## config.mk

```make
export PLATFORM = sky130hd
export DESIGN_NAME = rv_data_bus
export DESIGN_NICKNAME = d
export VERILOG_FILES = /design/src/rtl/rv_data_bus.sv
export SDC_FILE = /design/constraint.sdc
export NUM_CORES = 1
export LEC_CHECK = 0
export CORE_MARGIN = 5
export CORE_UTILIZATION = 45
export CTS_BUF_LIST = sky130_fd_sc_hd__clkbuf_2
export CTS_CLUSTER_SIZE = 10
export DETAILED_ROUTE_END_ITERATION = 10
export GPL_ROUTABILITY_DRIVEN = 0
export PLACE_DENSITY = 0.76
export SYNTH_ARGS = -nofsm -noshare
export SYNTH_HDL_FRONTEND = slang
export SYNTH_SLANG_ARGS = --single-unit
```

## constraint.sdc

```tcl
create_clock -name clk_i -period 3.7 [get_ports clk_i]
set_input_delay 0.37 -clock clk_i [delete_from_list [all_inputs] [get_ports clk_i]]
set_output_delay 0.37 -clock clk_i [all_outputs]
set_load 0.005 [all_outputs]
```

## src/rtl/rv_data_bus.sv

```systemverilog
`default_nettype none
// +--------------------------------------------------------------------------+
// | rv_data_bus : RV32 data-side interconnect, RAM region plus MMIO page       |
// |   (GPIO, timer with sticky compare IRQ, test-status). Rev 1.0             |
// +--------------------------------------------------------------------------+
module rv_data_bus #(
  parameter int          RAM_AW    = 10,
  parameter logic [31:0] MMIO_BASE = 32'h8000_0000,
  parameter int          GPIO_W    = 8,
  parameter int          TIMER_W   = 32
) (
  input  logic              clk_i,
  input  logic              rst_i,
  input  logic              cpu_we_i,
  input  logic [3:0]        cpu_be_i,
  input  logic [31:0]       cpu_addr_i,
  input  logic [31:0]       cpu_data_i,
  output logic [31:0]       cpu_data_o,
  output logic              ram_we_o,
  output logic [3:0]        ram_be_o,
  output logic [RAM_AW-1:0] ram_addr_o,
  output logic [31:0]       ram_data_o,
  input  logic [31:0]       ram_data_i,
  output logic [GPIO_W-1:0] gpio_o,
  output logic              irq_o,
  output logic              test_done_o,
  output logic              test_pass_o
);

  localparam logic [5:0] C_OFF_GPIO  = 6'd0;
  localparam logic [5:0] C_OFF_COUNT = 6'd1;
  localparam logic [5:0] C_OFF_CMP   = 6'd2;
  localparam logic [5:0] C_OFF_CTRL  = 6'd3;
  localparam logic [5:0] C_OFF_TEST  = 6'd4;

  logic               w_mmio;
  logic [5:0]         w_off;
  logic               w_mwe;
  logic [31:0]        w_bmask;
  logic               w_unused;

  logic [GPIO_W-1:0]  gpio_q,  gpio_d;
  logic [TIMER_W-1:0] count_q, count_d;
  logic [TIMER_W-1:0] cmp_q,   cmp_d;
  logic               en_q,    en_d;
  logic               irq_q,   irq_d;
  logic               done_q,  done_d;
  logic               pass_q,  pass_d;
  logic               sel_mmio_q;
  logic [31:0]        mmio_rdata_q, mmio_rdata_d;
  logic [31:0]        w_gpio_ext, w_count_ext, w_cmp_ext;
  logic               w_irq_set, w_irq_clr;

  assign w_mmio   = (cpu_addr_i[31:8] == MMIO_BASE[31:8]);
  assign w_off    = cpu_addr_i[7:2];
  assign w_mwe    = cpu_we_i & w_mmio;
  assign w_bmask  = {{8{cpu_be_i[3]}}, {8{cpu_be_i[2]}}, {8{cpu_be_i[1]}}, {8{cpu_be_i[0]}}};
  assign w_unused = ^cpu_addr_i[1:0];

  assign ram_we_o   = cpu_we_i & ~w_mmio;
  assign ram_be_o   = cpu_be_i;
  assign ram_addr_o = cpu_addr_i[RAM_AW+1:2];
  assign ram_data_o = cpu_data_i;

  assign gpio_o      = gpio_q;
  assign irq_o       = irq_q;
  assign test_done_o = done_q;
  assign test_pass_o = pass_q;
  assign cpu_data_o  = sel_mmio_q ? mmio_rdata_q : ram_data_i;

  // Compare uses the pre-increment count; a same-cycle clear loses to a set.
  assign w_irq_set = en_q & (count_q == cmp_q);
  assign w_irq_clr = w_mwe & (w_off == C_OFF_CTRL) & cpu_be_i[0] & cpu_data_i[1];

  always_comb begin
    w_gpio_ext  = '0;
    w_count_ext = '0;
    w_cmp_ext   = '0;
    w_gpio_ext[GPIO_W-1:0]   = gpio_q;
    w_count_ext[TIMER_W-1:0] = count_q;
    w_cmp_ext[TIMER_W-1:0]   = cmp_q;

    gpio_d  = gpio_q;
    count_d = en_q ? count_q + TIMER_W'(1) : count_q;
    cmp_d   = cmp_q;
    en_d    = en_q;
    irq_d   = w_irq_set | (irq_q & ~w_irq_clr);
    done_d  = done_q;
    pass_d  = pass_q;

    if (w_mwe) begin
      case (w_off)
        C_OFF_GPIO:  gpio_d  = (gpio_q & ~w_bmask[GPIO_W-1:0])
                             | (cpu_data_i[GPIO_W-1:0] & w_bmask[GPIO_W-1:0]);
        C_OFF_COUNT: count_d = (count_q & ~w_bmask[TIMER_W-1:0])
                             | (cpu_data_i[TIMER_W-1:0] & w_bmask[TIMER_W-1:0]);
        C_OFF_CMP:   cmp_d   = (cmp_q & ~w_bmask[TIMER_W-1:0])
                             | (cpu_data_i[TIMER_W-1:0] & w_bmask[TIMER_W-1:0]);
        C_OFF_CTRL:  if (cpu_be_i[0]) en_d = cpu_data_i[0];
        C_OFF_TEST: begin
          done_d = 1'b1;
          pass_d = (cpu_data_i == 32'd1);
        end
        default: ;
      endcase
    end

    case (w_off)
      C_OFF_GPIO:  mmio_rdata_d = w_gpio_ext;
      C_OFF_COUNT: mmio_rdata_d = w_count_ext;
      C_OFF_CMP:   mmio_rdata_d = w_cmp_ext;
      C_OFF_CTRL:  mmio_rdata_d = {30'd0, irq_q, en_q};
      C_OFF_TEST:  mmio_rdata_d = {30'd0, pass_q, done_q};
      default:     mmio_rdata_d = '0;
    endcase
  end

  always_ff @(posedge clk_i or posedge rst_i) begin
    if (rst_i) begin
      gpio_q       <= '0;
      count_q      <= '0;
      cmp_q        <= '0;
      en_q         <= 1'b0;
      irq_q        <= 1'b0;
      done_q       <= 1'b0;
      pass_q       <= 1'b0;
      sel_mmio_q   <= 1'b0;
      mmio_rdata_q <= '0;
    end else begin
      gpio_q       <= gpio_d;
      count_q      <= count_d;
      cmp_q        <= cmp_d;
      en_q         <= en_d;
      irq_q        <= irq_d;
      done_q       <= done_d;
      pass_q       <= pass_d;
      sel_mmio_q   <= w_mmio;
      mmio_rdata_q <= mmio_rdata_d;
    end
  end

endmodule
`default_nettype wire

```

==> impl_metrics.csv <==
group,metric,value,unit
outcome,status,"completed",
clock_network,cts_buffers,9,
synth,yosys-top-cells-area,"dfrtp_1 (42%), mux2_2 (8.6%), buf_4 (5.9%), mux2_4 (5.5%), a22o_1 (3.2%)",
worst_setup_path,critPathLaunch,"sel_mmio_q",
worst_setup_path,crit_path_end,"cpu_data_o[29]",
worst_setup_path,crit_family,"buffers and inverters",
worst_setup_path,path_cells,"buf_4, mux2_2, clkdlybuf4s50_1",
place,place_ws,0.8371,ns
synth,ys_ff_latch,109,
worst_setup_path,r2r_slack,1.21,ns
job,drv_cap,0,
worst_setup_path,end_kind,"primary output",
clock_network,cts_tree,"built",
floorplanning,rows,44,
floorplanning,core_area,14370,um^2
detailed_routing,wl_met3,1468,um
synth,synth.most_common_cell,"dfrtp_1",
detailed_routing,wl,19290,um
detailed_routing,routed.top_layer,"met4",
worst_setup_path,reg2regPathDepth,6,
power,p_leak,3.600,nW
timing,setup_viol,0,
global_route,grt-ovfl-total,0,
detailed_routing,first_iter_violations,551,
global_route,grt_pass1_wl,29930,um
synth,yosys.area.top_type,"dfrtp_1",
worst_setup_path,max_stage_delay,0.68,ns
floorplanning,die-area,17010,um^2
place,io_buffers,190,
synth,netlist_instances,602,
detailed_routing,first_pass_iters,5,
worst_setup_path,path_buf_inv,2,
synth,yosysUniqueCellTypes,67,
clock_network,post_cts_resized,0,
timing,rsz0062_at_grt,"false",
detailed_routing,wl_met1,7692,um
timing,worstMarginPinSlew,0.7419,ns
finish,drive_gt1_share,17.79,%
finish,final_cells,927,
finish,nets,842,
power,powerDensity,253.7,nW/um^2
worst_setup_path,crit_type,"flip-flop to primary output",
global_route,grt_pass1_vias,5636,
clock_network,cts_post_setup_buffers_inserted,0,
clock_network,clock_sinks,109,
synth,synth_ff_type,"dfrtp_1",
timing,fmax,0.3462,GHz
global_route,grt_max_degree,59,
synth,yosysWarnings,0,
global_route,antenna_found_initial,1,
synth,synth_nets,706,
timing,hold_slack,0.1655,ns
place,dp_hpwl,14790,um
timing,final.setup.tns,0,ns
synth,seq_area_frac_synth,41.79,%
min_path,min_path_type,"input port to asynchronous set/reset pin",
worst_setup_path,start_kind,"flip-flop",
timing,slew-limit-headroom,50.54,%
finish,area_delta_synth_final,28.66,%
detailed_routing,drt.antenna.violating_nets,0,
synth,synth_edf_count,0,
timing,finalHoldViolations,0,
clock_network,ctsHoldBuffers,0,
clock_network,h-tree-depth,3,
worst_setup_path,crit_required,3.33,ns
worst_setup_path,crit_fanout,23,
worst_setup_path,crit_slowest_cell,"dfrtp_1",
global_route,grt_usage,22.41,%
synth,synth.avg_cell_area,10.84,um^2
timing,min_period,2.888,ns
clock_network,clockRootBuffer,"clkbuf_2",
timing,finClkSkew,0.04192,ns
worst_setup_path,path_depth,3,
synth,yosysTopAreaCellShare,41.79,%
worst_setup_path,critPathArrivalTime,2.52,ns
detailed_routing,dr_total_vias,5625,
finish,multi_input_area,3277,um^2
finish,regArea,2728,um^2
floorplanning,die-width,130.4,um
timing,fin_crit_sh,78.06,%
finish,fillers,1201,
clock_network,insertion_delay,0.63,ns
floorplanning,pin_count,193,
detailed_routing,drc,0,
floorplanning,fp.dieH,130.4,um
timing,slew_violations,0,
synth,async_flop_share,100.0,%
detailed_routing,wl_per_cell,20.80,um
detailed_routing,via_per_inst,6.068,
detailed_routing,wl_met2,9405,um
clock_network,cts.reportedPaths.clkPinSlew,0.31,ns
clock_network,clock_path_buffers,2,
synth,synth_area,6528,um^2
place,dp_cells,911,
timing,final.setup.worst_slack,0.8118,ns
synth,synthTopCellsByCount,"dfrtp_1 (109), buf_4 (51), mux2_2 (50)",
floorplanning,initial_core_util,45.43,%
power,ir_drop,128.0,uV
-- metal layers --
metal / GRT usage, % / vias up
met4: 9.619 / 0
met2: 37.24 / 321
met1: 29.31 / 2770
met3: 3.374 / 47
met5: 0 / -
li1: - / 2487
-- kinds of logic after synthesis --
family,after synthesis,synth area share (%)
mux,81,15.22
flops,109,41.79
xor+xnor,32,4.294
fa+ha+maj,1,0.1917
simple gates,179,16.98
compound gates,116,13.48
buf+inv,84,8.051
-- metrics by stage --
step	utilization, %	total power [W]	instance area, um^2
after floorplan	-	0.001316	6528
after global placement	57.49	0.001523	8260
after detailed placement	57.49	0.001528	8260
after CTS	58.43	0.002143	8396
after global routing	58.45	0.002210	8398
final	58.45	0.002131	8398
-- cell usage in the layout, fill, tap and decap left out, types with 4 or more instances in the layout --
cell type and n:
nand4_1 15, xnor2_1 17, buf_4 9, and4_1 7, nand2_1 23, o21ai_0 8
a22oi_1 4, nand3_1 26, inv_1 8, nor4_1 18, o21a_1 4, clkbuf_2 10
mux2_2 50, and2_1 8, o22ai_1 7, dfrtp_1 109, a22o_1 24, clkdlybuf4s50_1 190
o221a_2 5, nor2_1 30, and3_1 10, mux2i_1 7, mux2_4 24, nand2b_1 4
nor3_1 7, a211oi_1 11, a21oi_1 27, xor2_1 15
-- worst min-delay path by stage --
stage / from / endpoint / slack [ns] / cells after the start
after floorplan: test_done_o / test_done_o / 0.48 / 1
after global placement: test_done_o / test_done_o / 0.48 / 1
after detailed placement: test_done_o / test_done_o / 0.50 / 1
after CTS: rst_i / mmio_rdata_q[16] / 0.22 / 2
after global routing: rst_i / mmio_rdata_q[21] / 0.23 / 2
final: rst_i / mmio_rdata_q[21] / 0.17 / 2
-- power by group --
part	switching, W	total (W)	internal [W]
logic	0.000118	0.000311	0.000192
clock network	0.000398	0.000624	0.000226
registers	0.000000264	0.00120	0.00120
total	0.000517	0.00213	0.00161
-- area by class of cell --
cell class	instances	share of cell area (%)
multi-input cells	409	39.02
flip-flops and latches	109	32.48
repair buffers	200	23.69
well taps	184	2.741
clock inverters	5	1.013
clock buffers	10	0.5959
inverters	9	0.4321
diodes	1	0.02980
-- worst reg2reg max path, cell delays in order (launching register included) --
cell and delay, ns:
dfrtp_1 0.54, ha_1 0.23, and4_1 0.41, and4_1 0.37, a21boi_2 0.51, a211oi_1 0.17, a211oi_1 0.24
Power figures use the tool's default switching activity.
